==> config.mk <==
export PLATFORM = sky130hd
export DESIGN_NAME = quad_step_decoder
export DESIGN_NICKNAME = d
export VERILOG_FILES = /design/src/rtl/quad_step_decoder.sv
export SDC_FILE = /design/constraint.sdc
export NUM_CORES = 1
export LEC_CHECK = 0
export CAP_MARGIN = 20
export CORE_AREA = 8 8 70 72
export CTS_CLUSTER_SIZE = 25
export DETAILED_ROUTE_END_ITERATION = 16
export DIE_AREA = 0 0 78 80
export SLEW_MARGIN = 20
export SYNTH_ARGS = -nofsm -noshare
export SYNTH_HDL_FRONTEND = slang
export SYNTH_SLANG_ARGS = --single-unit
==> constraint.sdc <==
create_clock -name clk -period 2 [get_ports clk]
set_input_delay 0.4 -clock clk [delete_from_list [all_inputs] [get_ports clk]]
set_output_delay 0.4 -clock clk [all_outputs]
set_load 0.03 [all_outputs]
==> src/rtl/quad_step_decoder.sv <==
`timescale 1ns/1ps
`default_nettype none
// ============================================================================
//  Module   : quad_step_decoder
//  Purpose  : Synchronises and glitch-filters two quadrature pins, decodes x4
//             Gray-code steps into one-cycle inc/dec pulses, and flags illegal
//             double-bit transitions with a saturating error count.
//  Revision : 1.0 - initial release
// ============================================================================
module quad_step_decoder #(
    parameter int FILT_LEN = 3,   // edges a new value must hold (1..15)
    parameter int ERR_W    = 8    // width of err_cnt
) (
    input  logic             clk,
    input  logic             rst,
    input  logic             a,
    input  logic             b,
    input  logic             en,
    input  logic             err_clr,
    output logic             inc,
    output logic             dec,
    output logic             err,
    output logic [ERR_W-1:0] err_cnt,
    output logic             locked
);

    localparam logic [3:0] c_FILT_LEN = 4'(FILT_LEN);
    localparam logic [0:0] c_ST_INIT  = 1'b0;
    localparam logic [0:0] c_ST_RUN   = 1'b1;

    logic [1:0]       r_s1;
    logic [1:0]       r_s2;
    logic [1:0]       r_f;
    logic [1:0]       r_cand;
    logic [3:0]       r_hold;
    logic [0:0]       r_state;
    logic [0:0]       w_state_nxt;
    logic             r_upd;
    logic [1:0]       r_old;
    logic             r_inc;
    logic             r_dec;
    logic             r_err;
    logic             r_locked;
    logic [ERR_W-1:0] r_err_cnt;

    logic [3:0]       w_hold_nxt;
    logic             w_accept;
    logic             w_locked_nxt;
    logic             w_run_step;
    logic [1:0]       w_fwd_tgt;
    logic [1:0]       w_rev_tgt;
    logic             w_inc_nxt;
    logic             w_dec_nxt;
    logic             w_err_nxt;

    // Hold count of the synchronised value: restarts on any change, saturates.
    always_comb begin
        w_hold_nxt = 4'd1;
        if (r_s2 == r_cand) begin
            w_hold_nxt = (r_hold == 4'hF) ? 4'hF : r_hold + 4'd1;
        end
        // In INIT the first stable value is taken even if it equals f.
        w_accept = (w_hold_nxt >= c_FILT_LEN) &&
                   ((r_state == c_ST_INIT) || (r_s2 != r_f));
    end

    // Two-flop synchroniser followed by the hold-time filter.
    always_ff @(posedge clk) begin
        if (rst) begin
            r_s1   <= 2'b00;
            r_s2   <= 2'b00;
            r_f    <= 2'b00;
            r_cand <= 2'b00;
            r_hold <= 4'd0;
        end else begin
            r_s1   <= {a, b};
            r_s2   <= r_s1;
            r_cand <= r_s2;
            r_hold <= w_hold_nxt;
            if (w_accept) begin
                r_f <= r_s2;
            end
        end
    end

    // FSM state register.
    always_ff @(posedge clk) begin
        if (rst) begin
            r_state <= c_ST_INIT;
        end else begin
            r_state <= w_state_nxt;
        end
    end

    // FSM next state: leave INIT once the first pin state is captured.
    always_comb begin
        w_state_nxt = r_state;
        if ((r_state == c_ST_INIT) && w_accept) begin
            w_state_nxt = c_ST_RUN;
        end
    end

    // FSM outputs: lock indication and which filter updates count as steps.
    always_comb begin
        w_locked_nxt = (r_state == c_ST_RUN);
        w_run_step   = (r_state == c_ST_RUN) && w_accept;
    end

    // Remember the previous filtered value for decoding one cycle later.
    always_ff @(posedge clk) begin
        if (rst) begin
            r_upd <= 1'b0;
            r_old <= 2'b00;
        end else begin
            r_upd <= w_run_step;
            r_old <= r_f;
        end
    end

    // Gray-code decode of old->new filtered value, gated by en.
    always_comb begin
        w_fwd_tgt = 2'b01;
        w_rev_tgt = 2'b10;
        case (r_old)
            2'b00: begin w_fwd_tgt = 2'b01; w_rev_tgt = 2'b10; end
            2'b01: begin w_fwd_tgt = 2'b11; w_rev_tgt = 2'b00; end
            2'b11: begin w_fwd_tgt = 2'b10; w_rev_tgt = 2'b01; end
            default: begin w_fwd_tgt = 2'b00; w_rev_tgt = 2'b11; end
        endcase
        w_inc_nxt = en && r_upd && (r_f == w_fwd_tgt);
        w_dec_nxt = en && r_upd && (r_f == w_rev_tgt);
        w_err_nxt = en && r_upd && ((r_old ^ r_f) == 2'b11);
    end

    // Registered pulses, lock flag and saturating error counter.
    always_ff @(posedge clk) begin
        if (rst) begin
            r_inc     <= 1'b0;
            r_dec     <= 1'b0;
            r_err     <= 1'b0;
            r_locked  <= 1'b0;
            r_err_cnt <= '0;
        end else begin
            r_inc    <= w_inc_nxt;
            r_dec    <= w_dec_nxt;
            r_err    <= w_err_nxt;
            r_locked <= w_locked_nxt;
            if (err_clr) begin
                r_err_cnt <= '0;
            end else if (w_err_nxt && (r_err_cnt != {ERR_W{1'b1}})) begin
                r_err_cnt <= r_err_cnt + ERR_W'(1);
            end
        end
    end

    assign inc     = r_inc;
    assign dec     = r_dec;
    assign err     = r_err;
    assign err_cnt = r_err_cnt;
    assign locked  = r_locked;

`ifdef ASSERT_ON
    a_onehot : assert property (@(posedge clk) disable iff (rst)
        $onehot0({inc, dec, err}));
    a_no_pulse_unlocked : assert property (@(posedge clk) disable iff (rst)
        !locked |-> !(inc || dec || err));
    a_cnt_known : assert property (@(posedge clk) disable iff (rst)
        !$isunknown(err_cnt));
    a_cnt_monotonic : assert property (@(posedge clk) disable iff (rst)
        (!$past(rst) && !$past(err_clr)) |-> (err_cnt >= $past(err_cnt)));
`endif

endmodule
`default_nettype wire

# [After elaboration in Yosys (flattened, before gate mapping)]
# Cells that the tools add are included.
[totals] regBits=28 latchBits=0 ram_bits=0 mem_bits_ro=0 in_bits=6 output_inout_bits=12 word_cells=42 memories=0
[classes] add_sub_neg=2 multipliers=0 div_mod_pow=0 order_cmp=1 eq_ne=9 shift=0 n_mux=4 bitwise_logic=2 n_reduce_logical=11
[op_table] op="2-bit case mux with 3 select lines" n=2
[op_table] op="8-bit by 1-bit adder with 8-bit output, second input constant" n=1
[op_table] op="1-bit logical AND" n=8
[op_table] op="4-bit 2-to-1 mux" n=2
[op_table] op="8-bit != test, second input constant" n=1
[op_table] op="2-bit equality test" n=3
[op_table] op="4-bit by 1-bit adder with 4-bit output, second input constant" n=1
[op_table] op="2-bit equality test, second input constant" n=2
[op_table] op="4-bit equality test, second input constant" n=1
[op_table] op="4-bit by 2-bit greater-or-equal comparator with 1-bit output, second input constant" n=1
[op_table] op="2-bit by 1-bit equality test with 1-bit output, second input constant" n=1
[op_table] op="2-bit zero test" n=1
[op_table] op="2-bit != test" n=1
[op_table] op="2-bit OR reduction" n=1
[op_table] op="2-bit bitwise XOR" n=1
[op_table] op="1-bit logical OR" n=1
[op_table] op="1-bit NOT" n=1

# [Depth between registers and ports, before layout]
[depth] word_depth=6 mapped_depth=6 ltp_nobuf=5

# [Worst setup path after synthesis]
# OpenSTA, ideal clock, no wires.
[synth_path] path_type="register -> register" from="reg r_hold[0]" to="reg r_f[0]" setup_ps=121 t_arrival_ps=1544 required_ps=1879 setup_slack_ps=335 path_stages_with_launch=6 path_buffers=0 period_less_slack_ps=1665 path_cell_list="dfxtp_1 ha_1 and2_1 a21oi_1 o31ai_1 mux2_2"
[synth_between] elab_chain_cells=5 elab_cells_between_ends=6 classes_between="1 x add/sub; 1 x order compare; 1 x eq/ne; 2 x mux; 1 x reduce/logical"
[synth_lines] item="start, declared" line="35" source="logic [3:0] r_hold;"
[synth_lines] item="start signal, assigned" line="79" source="r_hold <= w_hold_nxt;"
[synth_lines] item="4-bit by 1-bit adder with 4-bit output or 4-bit equality test (tied branches)" line="60" source="w_hold_nxt = (r_hold == 4'hF) ? 4'hF : r_hold + 4'd1;"
[synth_lines] item="4-bit 2-to-1 mux *" line="60"
[synth_lines] item="4-bit 2-to-1 mux *" line="59" source="if (r_s2 == r_cand) begin"
[synth_lines] item="4-bit by 2-bit greater-or-equal comparator with 1-bit output *" line="63" source="w_accept = (w_hold_nxt >= c_FILT_LEN) &&"
[synth_lines] item="1-bit logical AND *" line="63"
[synth_lines] item="end signal, assigned" line="81" source="r_f <= r_s2;"
[synth_lines] item="end, declared" line="33" source="logic [1:0] r_f;"
# Mark *: on every way between the ends. The rest lies on a longest branch, timed or not.
# A chain may end at the register's enable or synchronous reset.

# [Final worst setup path]
[layout_path] from="in en" to="reg r_err_cnt[0] (netlist: err_cnt[0])"
[layout_between] elab_chain_cells=3
[layout_lines] item="start, declared" line="18" source="input logic en,"
[layout_lines] item="1-bit logical AND (2 in a row)" line="132" source="w_err_nxt = en && r_upd && ((r_old ^ r_f) == 2'b11);"
[layout_lines] item="1-bit logical AND" line="150" source="end else if (w_err_nxt && (r_err_cnt != {ERR_W{1'b1}})) begin"
[layout_lines] item="end signal, assigned" line="151" source="r_err_cnt <= r_err_cnt + ERR_W'(1);"
[layout_lines] item="end, declared" line="44" source="logic [ERR_W-1:0] r_err_cnt;"
# Every way passes these cells.

==> results.sh <==
export IMPL_overflow=0
export IMPL_nets=146
export IMPL_core_area_mm2=0.003856
export IMPL_hold_buffers=0
export IMPL_reg2reg_setup_slack_ps=200
export IMPL_p_per_area_mw_per_mm2=696.4
export IMPL_path_class="input port to flop"
export IMPL_syn2layout_area_growth_pct=25.48
export IMPL_cts_buffers=3
export IMPL_antenna_found_initial=0
export IMPL_status="complete, no violations"
export IMPL_syn_area_mm2=0.001100
export IMPL_multi_input_area_um2=511.7
export IMPL_vias=907
export IMPL_critPathRequiredTime_ps=2210
export IMPL_port_buffers=17
export IMPL_synth_cell_type_count=26
export IMPL_die_h_um=80
export IMPL_ant_nets=0
export IMPL_regArea_um2=560.5
export IMPL_root_buffer="clkbuf_8"
export IMPL_routed_top_layer="met4"
export IMPL_final_common_cell="dfxtp_1"
export IMPL_synth_avg_cell_area_um2=9.400
export IMPL_skew_ps=2.866
export IMPL_ys_seq_area_share_pct=50.97
export IMPL_rsz0062_at_grt="false"
export IMPL_ys_ff_latch=28
export IMPL_syn_nets=125
export IMPL_ctsResizeCount=0
export IMPL_crit_path_max_incr_delay_ps=510
export IMPL_drt_pass1_iter_count=4
export IMPL_wirelength_um=2264
export IMPL_clock_sinks=28
export IMPL_post_cts_setup_buffers=0
export IMPL_diodes=0
export IMPL_wire_per_inst_um=12.17
export IMPL_wl_met3_um=172
export IMPL_ios=18
export IMPL_grt_pass1_wl_um=4029
export IMPL_dr_wl_met2_um=1107
export IMPL_met1_length_um=966
export IMPL_slowest_stage="or3_1"
export IMPL_final_layout_size_suffix_gt1_share_pct=6.618
export IMPL_yosysTopAreaCell="dfxtp_1"
export IMPL_slew_headroom_pct=65.44
export IMPL_yosysWarnings=0
export IMPL_htree_levels=1
export IMPL_cts_max_path_buffers=2
export IMPL_slew_viol_final=0
export IMPL_drt_iter0_markers=54
export IMPL_rows=23
export IMPL_totalPowerFinal_mw=0.9611
export IMPL_setup_viol=0
export IMPL_startpoint_type="input port"
export IMPL_synth_cells=117
export IMPL_most_common_layout_cells="28 x dfxtp_1, 17 x clkdlybuf4s50_1, 10 x a21oi_1"
export IMPL_start_util_pct=28.52
export IMPL_critPathArrivalTime_ps=2140
export IMPL_tns_ps=0
export IMPL_clk_pin_slew_ps=90
export IMPL_gp_congestion=0.7844
export IMPL_peakVddDrop_mv=0.3857
export IMPL_cap_viol_max_count=0
export IMPL_end_kind="flop"
export IMPL_die_area_mm2=0.006240
export IMPL_dp_hpwl_um=1737
export IMPL_viasPerCell=4.876
export IMPL_clk_insertion_delay_late_ps=270
export IMPL_hp_class="flop to flop"
export IMPL_worstPathMaxFanout=12
export IMPL_fillers=418
export IMPL_crit_path_frequent_cell="or3_1"
export IMPL_period_share_pct=96.28
export IMPL_period_needed_ps=1926
export IMPL_p_leak_nw=0.4740
export IMPL_tightest_slew_ps=512.9
export IMPL_crit_chain="clkdlybuf4s50_1, nand2_1, or3_1, buf_4, or3_1, a21oi_1"
export IMPL_fmax_ghz=0.5193
export IMPL_remaining_drc_errors=0
export IMPL_grt_usage_pct=7.797
export IMPL_cts_tree="done"
export IMPL_hold_viol_final=0
export IMPL_die_x_um=78
export IMPL_grt_start_max_net_pins=15
export IMPL_yosys_area_top_type_share_pct=50.97
export IMPL_grt_pass1_vias=910
export IMPL_synthTopCellsByArea="dfxtp_1 51%, a21oi_1 4.6%, nor2b_1 4.6%, o31ai_1 4.1%, xor2_1 4.0%"
[power by group]
| group | switching, mW | total [mW] | internal (mW) |
|---|---|---|---|
| combinational | 0.0368 | 0.0749 | 0.0381 |
| sequential | 0.0108 | 0.584 | 0.574 |
| clock | 0.166 | 0.302 | 0.135 |
| total | 0.214 | 0.961 | 0.747 |
[sequential cells by signal (all words and copies together), names as in the netlist]
register	flops
dec	1
err	1
r_upd	1
r_s2	2
inc	1
r_cand	2
r_hold	4
err_cnt	8
r_old	2
r_state	1
r_s1	2
locked	1
r_f	2
[final timing paths]
kind,endpoint,cells past startpoint,start
max,err_cnt[0],6,en
min,r_s2[0],1,r_s1[0]
max reg2reg,err_cnt[0],5,r_f[0]
min reg2reg,r_s2[0],1,r_s1[0]
[synthesized netlist by cell type]
master    instances
or4_1             5
and2_1            2
xnor2_1           3
o21ai_0           4
a21oi_1          10
o41ai_1           1
mux2_2            2
dfxtp_1          28
ha_1              2
a211oi_1          2
or2_2             1
nor2_1            8
a31oi_1           1
nand4_1           3
or3_1             4
nand3_1           3
o31ai_1           6
o211ai_1          1
nor2b_1           8
inv_1             3
buf_2             1
clkbuf_1          3
nand2_1           8
nor3_1            2
xor2_1            5
nor4_1            1
[logic make-up (layout without fill, tap and decap cells)]
| kind of cell | after synthesis | count (layout) | synth area share [%] |
|---|---|---|---|
| muxes | 2 | 2 | 2.048 |
| and+or+nand+nor | 45 | 45 | 21.96 |
| xor gates and xnor gates | 8 | 8 | 6.371 |
| buffers and inverters | 7 | 26 | 2.502 |
| adders and majority gates | 2 | 2 | 2.275 |
| AOI/OAI and AO/OA | 25 | 25 | 13.88 |
| DFF | 28 | 28 | 50.97 |
[through the flow]
step	hold WS [ps]	setup slack [ps]	std cells	cell area, µm²	utilization [%]
floorplan	413.8	335.1	117	1100	-
global placement	419.7	-173.7	183	1339	34.72
detailed placement	428.2	-213.6	183	1339	34.72
CTS	453.6	69.79	186	1380	35.79
global route	467.3	18.38	186	1380	35.79
finish	446.8	74.38	186	1380	35.79
[routing by layer]
metal,GRT usage (%),up-vias
met4,1.667,0
li1,-,456
met3,3.153,2
met2,14.29,25
met1,8.191,424
met5,0,-
[critical path, delay by kind of cell]
kind            cells  cell delay (ps)
compound gates      1              140
buf+inv             2              670
simple gates        3              930
[cell type report]
type | count | area share, %
clock buffers | 3 | 2.992
repair buffers | 20 | 13.96
inverters | 3 | 0.8160
multi-input cells | 82 | 37.08
well taps | 50 | 4.533
flip-flops and latches | 28 | 40.62
No activity file was read; power rests on OpenSTA's default activity.
